$ cat config.mk
export PLATFORM = sky130hd
export DESIGN_NAME = shared_reg_arbiter
export DESIGN_NICKNAME = d
export VERILOG_FILES = /design/src/rtl/shared_reg_arbiter.sv
export SDC_FILE = /design/constraint.sdc
export NUM_CORES = 1
export LEC_CHECK = 0
export BUFFER_PORTS_ARGS = -buffer_cell sky130_fd_sc_hd__buf_2
export CAP_MARGIN = 20
export CORE_MARGIN = 3
export CORE_UTILIZATION = 35
export DETAILED_ROUTE_END_ITERATION = 6
export PLACE_DENSITY = 0.7
export SYNTH_ARGS = -nofsm -noshare
export SYNTH_HDL_FRONTEND = slang
export SYNTH_SLANG_ARGS = --single-unit
$ cat constraint.sdc
create_clock -name clk -period 4.7 [get_ports clk]
set_input_delay 0.705 -clock clk [delete_from_list [all_inputs] [get_ports clk]]
set_output_delay 0.705 -clock clk [all_outputs]
set_load 0.05 [all_outputs]
$ cat src/rtl/shared_reg_arbiter.sv
// Round-robin arbiter and write sequencer for one shared WIDTH-bit register bank.
// Grants one requester, commits its data, acks it, then holds off HOLD cycles.
module shared_reg_arbiter #(
    parameter int N     = 4,
    parameter int WIDTH = 8,
    parameter int HOLD  = 2
) (
    input  logic                   clk,
    input  logic                   rst_n,
    input  logic [N-1:0]           req,
    input  logic [N*WIDTH-1:0]     wdata,
    output logic [N-1:0]           gnt,
    output logic [N-1:0]           ack,
    output logic [WIDTH-1:0]       q,
    output logic                   busy,
    output logic [$clog2(N)-1:0]   owner
);
    localparam int PW = $clog2(N);
    localparam int CW = (HOLD > 1) ? $clog2(HOLD) : 1;

    typedef enum logic [1:0] {ST_IDLE, ST_WRITE, ST_HOLD} state_t;

    state_t        state;
    logic [PW-1:0] ptr;
    logic [CW-1:0] cnt;
    logic [PW-1:0] pick;
    logic [PW-1:0] cand;
    logic          found;

    // First set request scanning upward from ptr, wrapping at N.
    always_comb begin
        pick  = '0;
        cand  = '0;
        found = 1'b0;
        for (int i = 0; i < N; i++) begin
            cand = PW'((int'(ptr) + i) % N);
            if (!found && req[cand]) begin
                found = 1'b1;
                pick  = cand;
            end
        end
    end

    assign busy = (state != ST_IDLE);

    always_ff @(posedge clk or negedge rst_n) begin
        if (!rst_n) begin
            state <= ST_IDLE;
            ptr   <= '0;
            cnt   <= '0;
            owner <= '0;
            gnt   <= '0;
            ack   <= '0;
            q     <= '0;
        end else begin
            ack <= '0;
            case (state)
                ST_IDLE: begin
                    if (found) begin
                        owner <= pick;
                        gnt   <= N'(1) << pick;
                        state <= ST_WRITE;
                    end
                end
                ST_WRITE: begin
                    // Commit is unconditional: req is not consulted here.
                    q   <= wdata[owner*WIDTH +: WIDTH];
                    ack <= N'(1) << owner;
                    ptr <= (owner == PW'(N-1)) ? '0 : owner + 1'b1;
                    if (HOLD == 0) begin
                        gnt   <= '0;
                        state <= ST_IDLE;
                    end else begin
                        cnt   <= CW'(HOLD - 1);
                        state <= ST_HOLD;
                    end
                end
                ST_HOLD: begin
                    if (cnt == '0) begin
                        gnt   <= '0;
                        state <= ST_IDLE;
                    end else begin
                        cnt <= cnt - 1'b1;
                    end
                end
                default: state <= ST_IDLE;
            endcase
        end
    end
endmodule

# After elaboration in Yosys (flattened, before gate mapping)
# Cells that the tools add are included.
[totals]
ff_bits = 23
out_inout_bits = 19
word_cells = 63
[op_classes]
addsub = 5
order_cmp = 4
eq_ne = 5
shifts = 3
muxes = 26
reduce_logical = 13
[ops]
columns = ["op", "count"]
rows = [
  ["$shiftx 32x6->8", 1],
  ["$mux 2", 7],
  ["$lt 2x3->1 const B", 4],
  ["$mux 4", 3],
  ["$mux 1", 9],
  ["$bmux 1 s2", 4],
  ["$pmux 4 s2", 1],
  ["$shl 1x2->4 const A", 2],
  ["$pmux 2 s3", 1],
  ["$reduce_bool 2->1", 3],
  ["$add 2x1->2 const B", 2],
  ["$add 2x2->2 const B", 2],
  ["$eq 2x2->1 const B", 2],
  ["$ne 2x2->1 const B", 2],
  ["$reduce_and 2->1", 2],
  ["$logic_and 1x1->1", 3],
  ["$logic_not 1->1", 3],
  ["$reduce_and 3->1", 1],
  ["$eq 2x1->1 const B", 1],
  ["$logic_not 2->1", 1],
  ["$pmux 1 s2", 1],
  ["$sub 1x1->1 const B", 1],
]

# Depth between registers and ports, before layout
[depth]
word_depth = 15
depth_mapped = 6
depth_no_buf = 6

# Least setup slack after synthesis
# OpenSTA, ideal clock, no wires.
[synth_path]
kind = "register to register"
startpoint = "register owner[0]"
endpoint = "register q[0]"
setup_time_ps = 125
t_arrival_ps = 1661
required_ps = 4575
slack_ps = 2914
stages_incl_launch_ff = 4
n_path_buf = 1
period_less_slack_ps = 1786
cell_sequence = "dfrtp_1 buf_6 mux4_2 mux2_4"
[synth_via]
elab_chain_len = 1
[synth_lines]
columns = ["item", "line_no", "text"]
rows = [
  ["from (decl)", "16", "output logic [$clog2(N)-1:0] owner"],
  ["from (signal assigned)", "60", "owner <= pick;"],
  ["$shiftx 32x6->8", "67", "q <= wdata[owner*WIDTH +: WIDTH];"],
  ["to (signal assigned)", "67", ""],
  ["to (decl)", "14", "output logic [WIDTH-1:0] q,"],
]
# No other way between the ends.
# A chain may end at the register's enable or synchronous reset.

# Final worst setup path
[layout_path]
startpoint = "register owner[0]"
endpoint = "output owner[0]"
# No word-level cell between the ends.

==> results.md <==
- # rows: 21
- CTS Buf Count: 3
- Total Wirelength: 2.66 mm
- Worst Path Buf+Inv: 1
- Synthesized Nets: 141
- Critical Path, Cell by Cell: buf_2
- Post-DP HPWL: 2.09 mm
- Port bufs: 56
- Setup violations, final: 0
- Tightest Pin Transition: around 0.7 ns
- Die area: ~0.0044 mm2
- Peak supply drop: approximately 340 uV
- Worst setup path startpoint: owner[0]
- Sequential share of the synthesized area: roughly 45%
- Reg2Reg Depth: 2
- Initial antenna violation count: 0
- Status: finished clean
- Setup ws final: 2.59 ns
- Synthesized cell area: between 0.001 and 0.0015 mm2
- FF-to-FF End: q[3]
- Synth area leader: dfrtp_1
- Worst Skew: between 0.003 and 0.004 ns
- Clk slew on worst S/H paths: 0.08 ns
- # hold bufs at CTS: 0
- Synth warnings: 0
- Total GRT Usage: 12.2%
- Largest cells by area after synthesis: dfrtp_1 (45%), mux4_2 (12%), mux2_4 (8.2%)
- Synthesized instance count: 95
- Crit share post-route: 44.9%
- Gr ovfl total: 0
- Max Cap Viol: 0
- Final net count: 198
- Relative slew slack: 53.2%
- ANT nets after route: 0
- Static leakage: 0.000838 uW
- Min-delay worst type: in2async
- WP data required: 3.99 ns
- Avg WL per Cell: 13.5 um
- Clock sink total: 23
- Number of vias per cell: a little under 5
- Critical path data arrival time: 1.40 ns
- Post-CTS Resized: 0
- Synth cell types: 26
- RSZ-0062 raised after global routing: no
- Via count: approximately 970
- Flop-to-flop setup slack: 2.92 ns
- Top cell type's share of synthesized area: 44.8%
- CTS Root Cell: clkbuf_8
- Vias in the first global route: 946
- H-tree lvl count: 1
- Total power: 1210 uW
- Max Clk Rate: ~0.47 GHz
- Layout fillers: between 300 and 400
- Die Span Y: 66.6 um
- Initial core utilization: a little under two fifths
- Setup TNS: 0 ns
- Largest net degree at the start of global routing: 24
- Final hold vios: 0
- N_diodes: 0
- CTS tree: done
- CP Class: reg2out
- CP Max Fanout: 14
- Worst r2r src: owner[0]
- Layout area overhead: 28.0%
- Worst path max stage delay: between 0.7 and 0.8 ns
- Yosys reg bits: 23
- Crit end category: output port
- Post-CTS Setup Bufs: 0
- Final Wtd Congestion: roughly 0.75
- Clock Latency Late Sink: 0.26 ns
- Drt pass-1 iters: 4
- Iteration-0 DRC Markers: 28
- Residual DRC count: 0
- First-pass GRT wire length: 4.11 mm
- Critical-path top delay cell: dfrtp_1
- Layout cells sized above 1: a little over 50%
- Tmin final: 2.11 ns
- Delay-heaviest family, CP: flip-flops
- Die W: 66.6 um
- PwrDens: 737 mW/mm2
- Final slew viol count: 0
- Clk buf depth: 2
- IO Pins: 57
- Worst Setup Start Kind: flop
- Dpl ws: 2.84 ns
- Std-Cell Core Area: 0.00344 mm2
- Avg Cell Area, Syn: between 10 and 15 um2
[cell families after synthesis]
logic type / share of synthesized area, %
AO/OA/AOI/OAI: 11.2
adder cells (fa/ha/maj): 7.80
buffers and inverters: 4.00
flip-flops: 44.8
multiplexers: 25.9
AND/OR/NAND/NOR: 6.24
[cell usage after synthesis]
cell,n
dfrtp_1,23
ha_1,8
inv_1,7
mux2_4,7
mux4_2,7
a32o_1,4
and2_1,4
nand2_1,4
nor2_1,4
o21ai_0,4
mux2_2,3
a21o_1,2
a21oi_1,2
buf_2,2
nand2b_1,2
nor2b_1,2
a221o_1,1
a221oi_1,1
a32oi_2,1
buf_6,1
clkbuf_1,1
mux2i_1,1
mux4_1,1
o21ai_1,1
o32a_1,1
o32ai_1,1
[where the power goes]
part / total, uW / switching (uW) / internal [uW]
logic: 719 / 431 / 288
clock network: 118 / 58.9 / 59.0
registers: 374 / 90.0 / 284
total: 1210 / 580 / 631
[per-stage QoR]
step / cells / util, % / cell area, um2 / hold slack [ns]
final: 197 / 47.7 / 1640 / 0.406
after global routing: 197 / 47.7 / 1640 / 0.433
after CTS: 197 / 47.7 / 1640 / 0.416
after detailed placement: 193 / 46.4 / 1600 / 0.487
after global placement: 193 / 46.4 / 1600 / 0.478
after floorplan: 95 / - / 1280 / 0.409
[area by class of cell]
class | instances | area (um2) | share of cell area [%]
multi-input cells | 61 | 657 | 40.0
clock buffers | 3 | 41.3 | 2.51
flip-flops and latches | 23 | 576 | 35.0
inverters | 7 | 26.3 | 1.60
well taps | 46 | 57.6 | 3.50
repair buffers | 56 | 280 | 17.1
clock inverters | 1 | 5.00 | 0.305
[flip-flops by register name (all words and copies together) (netlist names)]
name,count
ack,4
ptr,2
state,2
q,8
cnt,1
owner,2
gnt,4
[per-layer routing]
metal  vias up  global-route usage, %  wire length [um]
li1        463                      -                 -
met3         2                   4.38               250
met2        46                   22.3              1320
met5         -                      0                 0
met1       462                   13.8              1080
met4         0                   1.52                13
[layout by cell type (no fill, tap or decap), drive strengths merged, types with 2 or more instances in the layout]
cell type,count
a21o,2
dfrtp,23
nor2b,2
a21oi,2
nand2,4
inv,7
mux4,8
ha,8
buf,56
nor2,4
and2,4
mux2,10
o21ai,5
a32o,4
nand2b,2
clkbuf,3
[worst max-delay path by stage]
stage	cells past startpoint	slack, ns	end
after floorplan	3	2.91	q[0]
after global placement	1	2.88	owner[0]
after detailed placement	1	2.84	owner[0]
after CTS	1	2.55	owner[0]
after global routing	1	2.48	owner[0]
final	1	2.59	owner[0]
Power figures use the tool's default switching activity.
